==> config.mk <==
export PLATFORM = sky130hd
export DESIGN_NAME = memory_stage
export DESIGN_NICKNAME = d
export VERILOG_FILES = /design/src/rtl/memory_stage.sv
export SDC_FILE = /design/constraint.sdc
export NUM_CORES = 2
export LEC_CHECK = 0
export ABC_AREA = 1
export CAP_MARGIN = 20
export CORE_MARGIN = 1
export CORE_UTILIZATION = 45
export CTS_BUF_LIST = sky130_fd_sc_hd__clkbuf_8
export DETAILED_ROUTE_END_ITERATION = 10
export PLACE_DENSITY = 0.61
export REMOVE_ABC_BUFFERS = 1
export SLEW_MARGIN = 20
export SYNTH_ARGS = -nofsm -noshare
export SYNTH_HDL_FRONTEND = slang
export SYNTH_SLANG_ARGS = --single-unit
==> constraint.sdc <==
create_clock -name clk -period 4.1 [get_ports clk]
set_input_delay 0.82 -clock clk [delete_from_list [all_inputs] [get_ports clk]]
set_output_delay 0.82 -clock clk [all_outputs]
set_load 0.01 [all_outputs]
==> src/rtl/memory_stage.sv <==
// Memory stage: 255-byte data RAM plus a memory-mapped output byte at 0xFF,
// pipeline registers toward writeback, and load/store counters.
module memory_stage (
    input  logic       clk,
    input  logic       reset,
    input  logic       in_valid,
    input  logic       stall,
    input  logic       MemRead,
    input  logic       MemWrite,
    input  logic       ResultSrc_in,
    input  logic       RegWrite_in,
    input  logic [2:0] rd_in,
    input  logic [7:0] alu_result_in,
    input  logic [7:0] store_data,
    output logic       ResultSrc,
    output logic [7:0] alu_result,
    output logic [7:0] mem_data,
    output logic       RegWrite_out,
    output logic [2:0] rd_out,
    output logic [7:0] io_out,
    output logic [7:0] ld_count,
    output logic [7:0] st_count
);

    localparam logic [7:0] IO_ADDR = 8'hFF;

    logic [7:0] r_mem [0:254];
    logic       r_resultsrc_q;
    logic       w_accept;
    logic       w_is_io;
    logic       w_mem_we;
    logic [7:0] w_rd_byte;

    assign w_accept = in_valid & ~stall;
    assign w_is_io  = (alu_result_in == IO_ADDR);
    // Reset level gates the RAM so a store caught by reset is never committed.
    assign w_mem_we = w_accept & MemWrite & ~w_is_io & reset;

    // Read mux: old RAM/IO contents, giving read-before-write on a combined load+store.
    always_comb begin
        w_rd_byte = 8'h00;
        if (w_is_io) begin
            w_rd_byte = io_out;
        end else begin
            w_rd_byte = r_mem[alu_result_in];
        end
    end

    // Writeback select: live during normal flow, frozen copy while stalled.
    always_comb begin
        ResultSrc = 1'b0;
        if (!reset) begin
            ResultSrc = 1'b0;
        end else if (stall) begin
            ResultSrc = r_resultsrc_q;
        end else begin
            ResultSrc = ResultSrc_in & in_valid;
        end
    end

    // Data RAM write port; contents are intentionally not reset.
    always_ff @(posedge clk) begin
        if (w_mem_we) begin
            r_mem[alu_result_in] <= store_data;
        end
    end

    // Pipeline registers, IO port and counters.
    always_ff @(posedge clk or negedge reset) begin
        if (!reset) begin
            alu_result    <= 8'h00;
            mem_data      <= 8'h00;
            RegWrite_out  <= 1'b0;
            rd_out        <= 3'd0;
            r_resultsrc_q <= 1'b0;
            io_out        <= 8'h00;
            ld_count      <= 8'h00;
            st_count      <= 8'h00;
        end else if (w_accept) begin
            alu_result    <= alu_result_in;
            RegWrite_out  <= RegWrite_in;
            rd_out        <= rd_in;
            r_resultsrc_q <= ResultSrc_in;
            if (MemRead) begin
                mem_data <= w_rd_byte;
                ld_count <= ld_count + 8'd1;
            end
            if (MemWrite) begin
                st_count <= st_count + 8'd1;
                if (w_is_io) begin
                    io_out <= store_data;
                end
            end
        end else if (!stall) begin
            // Bubble: kill the write enable and the held select, keep data.
            RegWrite_out  <= 1'b0;
            r_resultsrc_q <= 1'b0;
        end
    end

endmodule

# Word-level counts from Yosys, hierarchy flattened
# Memory sizes are Yosys's and may differ from the RTL's.
# Index checks and enable logic that the tools add are counted.
[totals]
output_inout_bits = 45
ram_bits = 2040
word_cells = 31
reg_bits = 45
inputBits = 27
n_memories = 1
[classes]
eq_ne = 2
reduce_logical = 3
n_bitwise = 7
mux = 8
add_sub_neg = 2
[mem_list]
columns = ["name", "depth", "width", "rd", "rd_ports_with_merged_regs", "wr", "line_no", "source"]
rows = [
  ["r_mem", 255, 8, 1, 0, 1, "27", "logic [7:0] r_mem [0:254];"],
]
[op_table]
columns = ["cell", "n"]
rows = [
  ["8-bit by 1-bit adder with 8-bit output, second input constant", 2],
  ["8-bit equality test, second input constant", 1],
  ["8-bit 2-to-1 mux", 1],
  ["1-bit 2-to-1 mux", 7],
  ["1-bit bitwise AND", 5],
  ["2-bit AND reduction", 2],
  ["3-bit AND reduction", 1],
  ["2-bit by 1-bit != test with 1-bit output, second input constant", 1],
  ["1-bit NOT", 2],
]

# Depth between registers and ports, before layout
[logic_depth]
word_depth = 7
depth_mapped = 20

# Worst setup path before layout
# OpenSTA, ideal clock, no wires.
[synth_timing]
kind = "in2reg"
startpoint = "in alu_result_in[2]"
endpoint = "mem r_mem[174][0], enable pin"
required_ns = 3.730
t_arrival_ns = 2.521
path_slack_ns = 1.209
setup_time_ns = 0.370
stages = 13
cell_sequence = "clkbuf_2 -> nand2_2 -> nor2_1 -> nand2_1 -> inv_2 -> nor3_4 -> inv_4 -> nor2_2 -> inv_1 -> nor2_1 -> inv_2 -> buf_6 -> nor2_1"
[synth_between]
elab_chain_cells = 6
[synth_lines]
columns = ["element", "line_no", "source"]
rows = [
  ["start: declaration", "13", "input logic [7:0] alu_result_in,"],
  ["8-bit equality test", "35", "assign w_is_io = (alu_result_in == IO_ADDR);"],
  ["1-bit NOT", "37", "assign w_mem_we = w_accept & MemWrite & ~w_is_io & reset;"],
  ["1-bit bitwise AND (2 in a row)", "37", ""],
  ["1-bit 2-to-1 mux", "63", "if (w_mem_we) begin"],
  ["1-bit 2-to-1 mux (implied by the code)", "64", "r_mem[alu_result_in] <= store_data;"],
  ["end: declaration", "27", ""],
]
# Several ways; a longest one is shown, not always the timed one.

# Final worst setup path
[layout_timing]
startpoint = "in stall"
endpoint = "out ResultSrc"
[layout_between]
elab_chain_cells = 2
[layout_lines]
columns = ["element", "line_no", "source"]
rows = [
  ["start: declaration", "7", "input logic stall,"],
  ["1-bit 2-to-1 mux", "54", "end else if (stall) begin"],
  ["1-bit 2-to-1 mux", "52", "if (!reset) begin"],
  ["end: declaration", "15", "output logic ResultSrc,"],
]
# No other way between the ends.

==> results_dict.tcl <==
set metrics [dict create \
    outcome "finished clean" \
    finalHoldViolCount 0 \
    endpoint_kind "output port" \
    ios 72 \
    slew_headroom_pct 25.7 \
    power_mw 43.2 \
    fmax_mhz 313 \
    synth_area_um2 85400 \
    avgSynthCellArea_um2 10.8 \
    drive_above_1_share_pct 10.6 \
    pwr-share-seq_pct 54.5 \
    maxCapViolations 0 \
    arrival_ns 2.37 \
    drt_pass1_iterations 6 \
    synth_edf_count 2040 \
    seq_area_um2 62400 \
    ant_nets 0 \
    ys_seq_elements 2085 \
    antenna_found_initial 5 \
    route.detailed.drc 0 \
    vias_per_cell 5.23 \
    grtUsageTotal_pct 25.3 \
    wirelength_um 244000 \
    post_cts_buffers 0 \
    critical_path_class "in2out" \
    synth.yosys.seq_area_share_pct 73.0 \
    areaGrowthSynthToFinish_pct 14.4 \
    fin_nets 8372 \
    finalCriticalPeriod_ns 3.19 \
    hold_path_class "in2reg" \
    async_reset_ff_share_pct 2.16 \
    grt_pass1_wl_um 361000 \
    gp_congestion 0.941 \
    grt-ovfl-total 0 \
    finClkSkew_ns 0.102 \
    clock_power_share_pct 38.6 \
    design.core.area_um2 188000 \
    cts_buffer_depth 4 \
    fin_crit_sh_pct 77.8 \
    clock_latency_ns 1.06 \
    multi_input_area_um2 21000 \
    vdd_drop_max_mv 0.406 \
    switching_share_pct 24.0 \
    start_util_pct 45.4 \
    holdPathStages 1 \
    synthCells 7873 \
    clkTransAtPathRegs_ns 0.05 \
    cts-root-buf "clkbuf_8" \
    p_switching_mw 10.4 \
    grt_max_degree 145 \
    yosys_warnings 0 \
    fin_cells 11100 \
    worstMarginPinSlew_ns 1.11 \
    post-route-util_pct 51.9 \
    drv_slew 0 \
    drt_iter0_markers 6016 \
    ys.flop_type "edfxtp_1" \
    die-area_um2 192000 \
    fillers 16600 \
    first_global_vias 56500 \
    start_kind "primary input" \
    cts_tree "done" \
    cts.sink_count 2085 \
    comb_power_share_pct 6.9 \
    htreeDepth 5 \
    port_buffers 71 \
    p_int_mw 32.9 \
    critPathMaxFanout 6 \
    post-place-cells 10500 \
    numCtsBuffers 354 \
    std_cell_rows 159 \
    powerDensity_nw_per_um2 442 \
    die_h_um 438 \
    rsz0062_at_grt "no" \
    dr_total_vias 58000 \
    hpwl_um 147000 \
    wl_per_cell_um 22.0 \
    die_width_um 438 \
    setup_viol 0 \
    reg2reg_depth 14 \
    synth_cell_types 34 \
    worstPathRequired_ns 3.28 \
    p_leak_nw 38.9 \
]
## critical path, stage by stage
cell             delay (ns)
clkdlybuf4s50_1        0.44
inv_1                  0.07
nand2_1                0.06
inv_1                  0.08
buf_4                  0.14
nand2_1                0.07
a21oi_1                0.13
clkdlybuf4s50_1        0.55
## timing repair
item | in CTS | in global routing
endpoints found under the hold margin | 45 | 0
hold buffers | 1 | 0
resized for setup | 0 | 0
## cells in the final DEF (no fill, tap or decap), types with 10 or more instances in the layout
cell	netlist	final
a22oi_1	12	12
nand2_1	4283	4270
dfrtp_1	45	45
buf_4	1	388
clkdlybuf4s50_1	0	60
o21ai_0	32	32
inv_1	48	159
a21oi_1	90	90
nor2_1	546	543
nand2_2	4	17
buf_12	0	57
clkinv_2	0	37
edfxtp_1	2040	2040
nand3_1	160	160
o21ai_1	87	87
nand4_1	68	68
buf_8	0	10
clkbuf_8	0	362
clkinv_1	1	75
## layout make-up
class	count	area share, %
Clock buffer	362	5.10
Antenna cell	1	0.00256
Sequential cell	2085	63.9
Inverter	56	0.252
Clock inverter	235	1.16
Multi-Input combinational cell	5329	21.5
Timing Repair Buffer	517	4.93
Tap cell	2495	3.20
## sequential cells by signal, summed over array words and instances, names as in the netlist
register       cells
rd_out             3
mem_data           8
RegWrite_out       1
r_resultsrc_q      1
r_mem           2040
io_out             8
st_count           8
ld_count           8
alu_result         8
## stage by stage
step	setup slack [ns]	instance area [um^2]	setup TNS (ns)	hold WS, ns
floorplan	-3.92	83500	-5111.11	0.443
global placement	0.0558	91500	0	0.461
detailed placement	0.0597	91500	0	0.468
CTS	0.912	97700	0	0.0116
global route	0.778	97700	0	0.0423
finish	0.910	97700	0	0.0877
## kinds of logic (layout without fill, tap and decap cells)
kind of cell	Yosys count	in the layout	synth area share (%)
AOI/OAI and AO/OA	229	229	1.40
xor gates and xnor gates	14	14	0.144
adders and majority gates	2	2	0.0293
muxes	8	8	0.105
and+or+nand+nor	5076	5076	22.8
other	0	1	0
DFF	2085	2085	73.0
buffers and inverters	459	1170	2.47
## power by group through the flow
stage	registers [mW]	logic [mW]	clock network [mW]
after CTS	23.6	2.96	17.0
final	23.6	2.96	16.7
after detailed placement	24.0	2.95	0
after global routing	23.6	3.20	17.8
after floorplan	24.0	1.25	0
after global placement	24.0	2.93	0
## worst paths after layout
check / startpoint / to / slack, ns
worst max-delay path: stall / ResultSrc / 0.91
worst min-delay path: store_data[5] / r_mem[157][5] / 0.09
worst max register to register: r_mem[117][0] / mem_data[0] / 1.71
worst min register to register: st_count[7] / st_count[7] / 0.47
max in group asynchronous: reset / st_count[3] / 3.27
min in group asynchronous: reset / ld_count[7] / 0.41
## per-layer routing
| layer | GRT usage [%] | part of all wire [%] | vias up | wire length, um |
|---|---|---|---|---|
| met5 | 0 | 0 | - | 0 |
| met4 | 10.5 | 4.0 | 0 | 9830 |
| met3 | 4.32 | 7.8 | 493 | 19000 |
| met2 | 40.7 | 47 | 2382 | 115000 |
| met1 | 34.2 | 41 | 28100 | 100000 |
| li1 | - | - | 27000 | - |
## synthesized netlist by cell type (all sizes together) (2+ instances only)
master  count  area share [%]
o21ai     119            0.70
a22oi      12            0.11
buf       276             1.7
ha          2           0.029
nor3        7           0.054
nand3b      2           0.018
clkbuf    127            0.56
o21bai      5           0.044
nand4      68            0.50
dfrtp      45             1.3
a21oi      90            0.53
xor2        6           0.062
nor2      552             2.5
xnor2       8           0.082
edfxtp   2040              72
inv        55            0.25
mux2        8            0.11
nand3     160            0.94
nand2    4287              19
(Power assumes the default switching activity.)
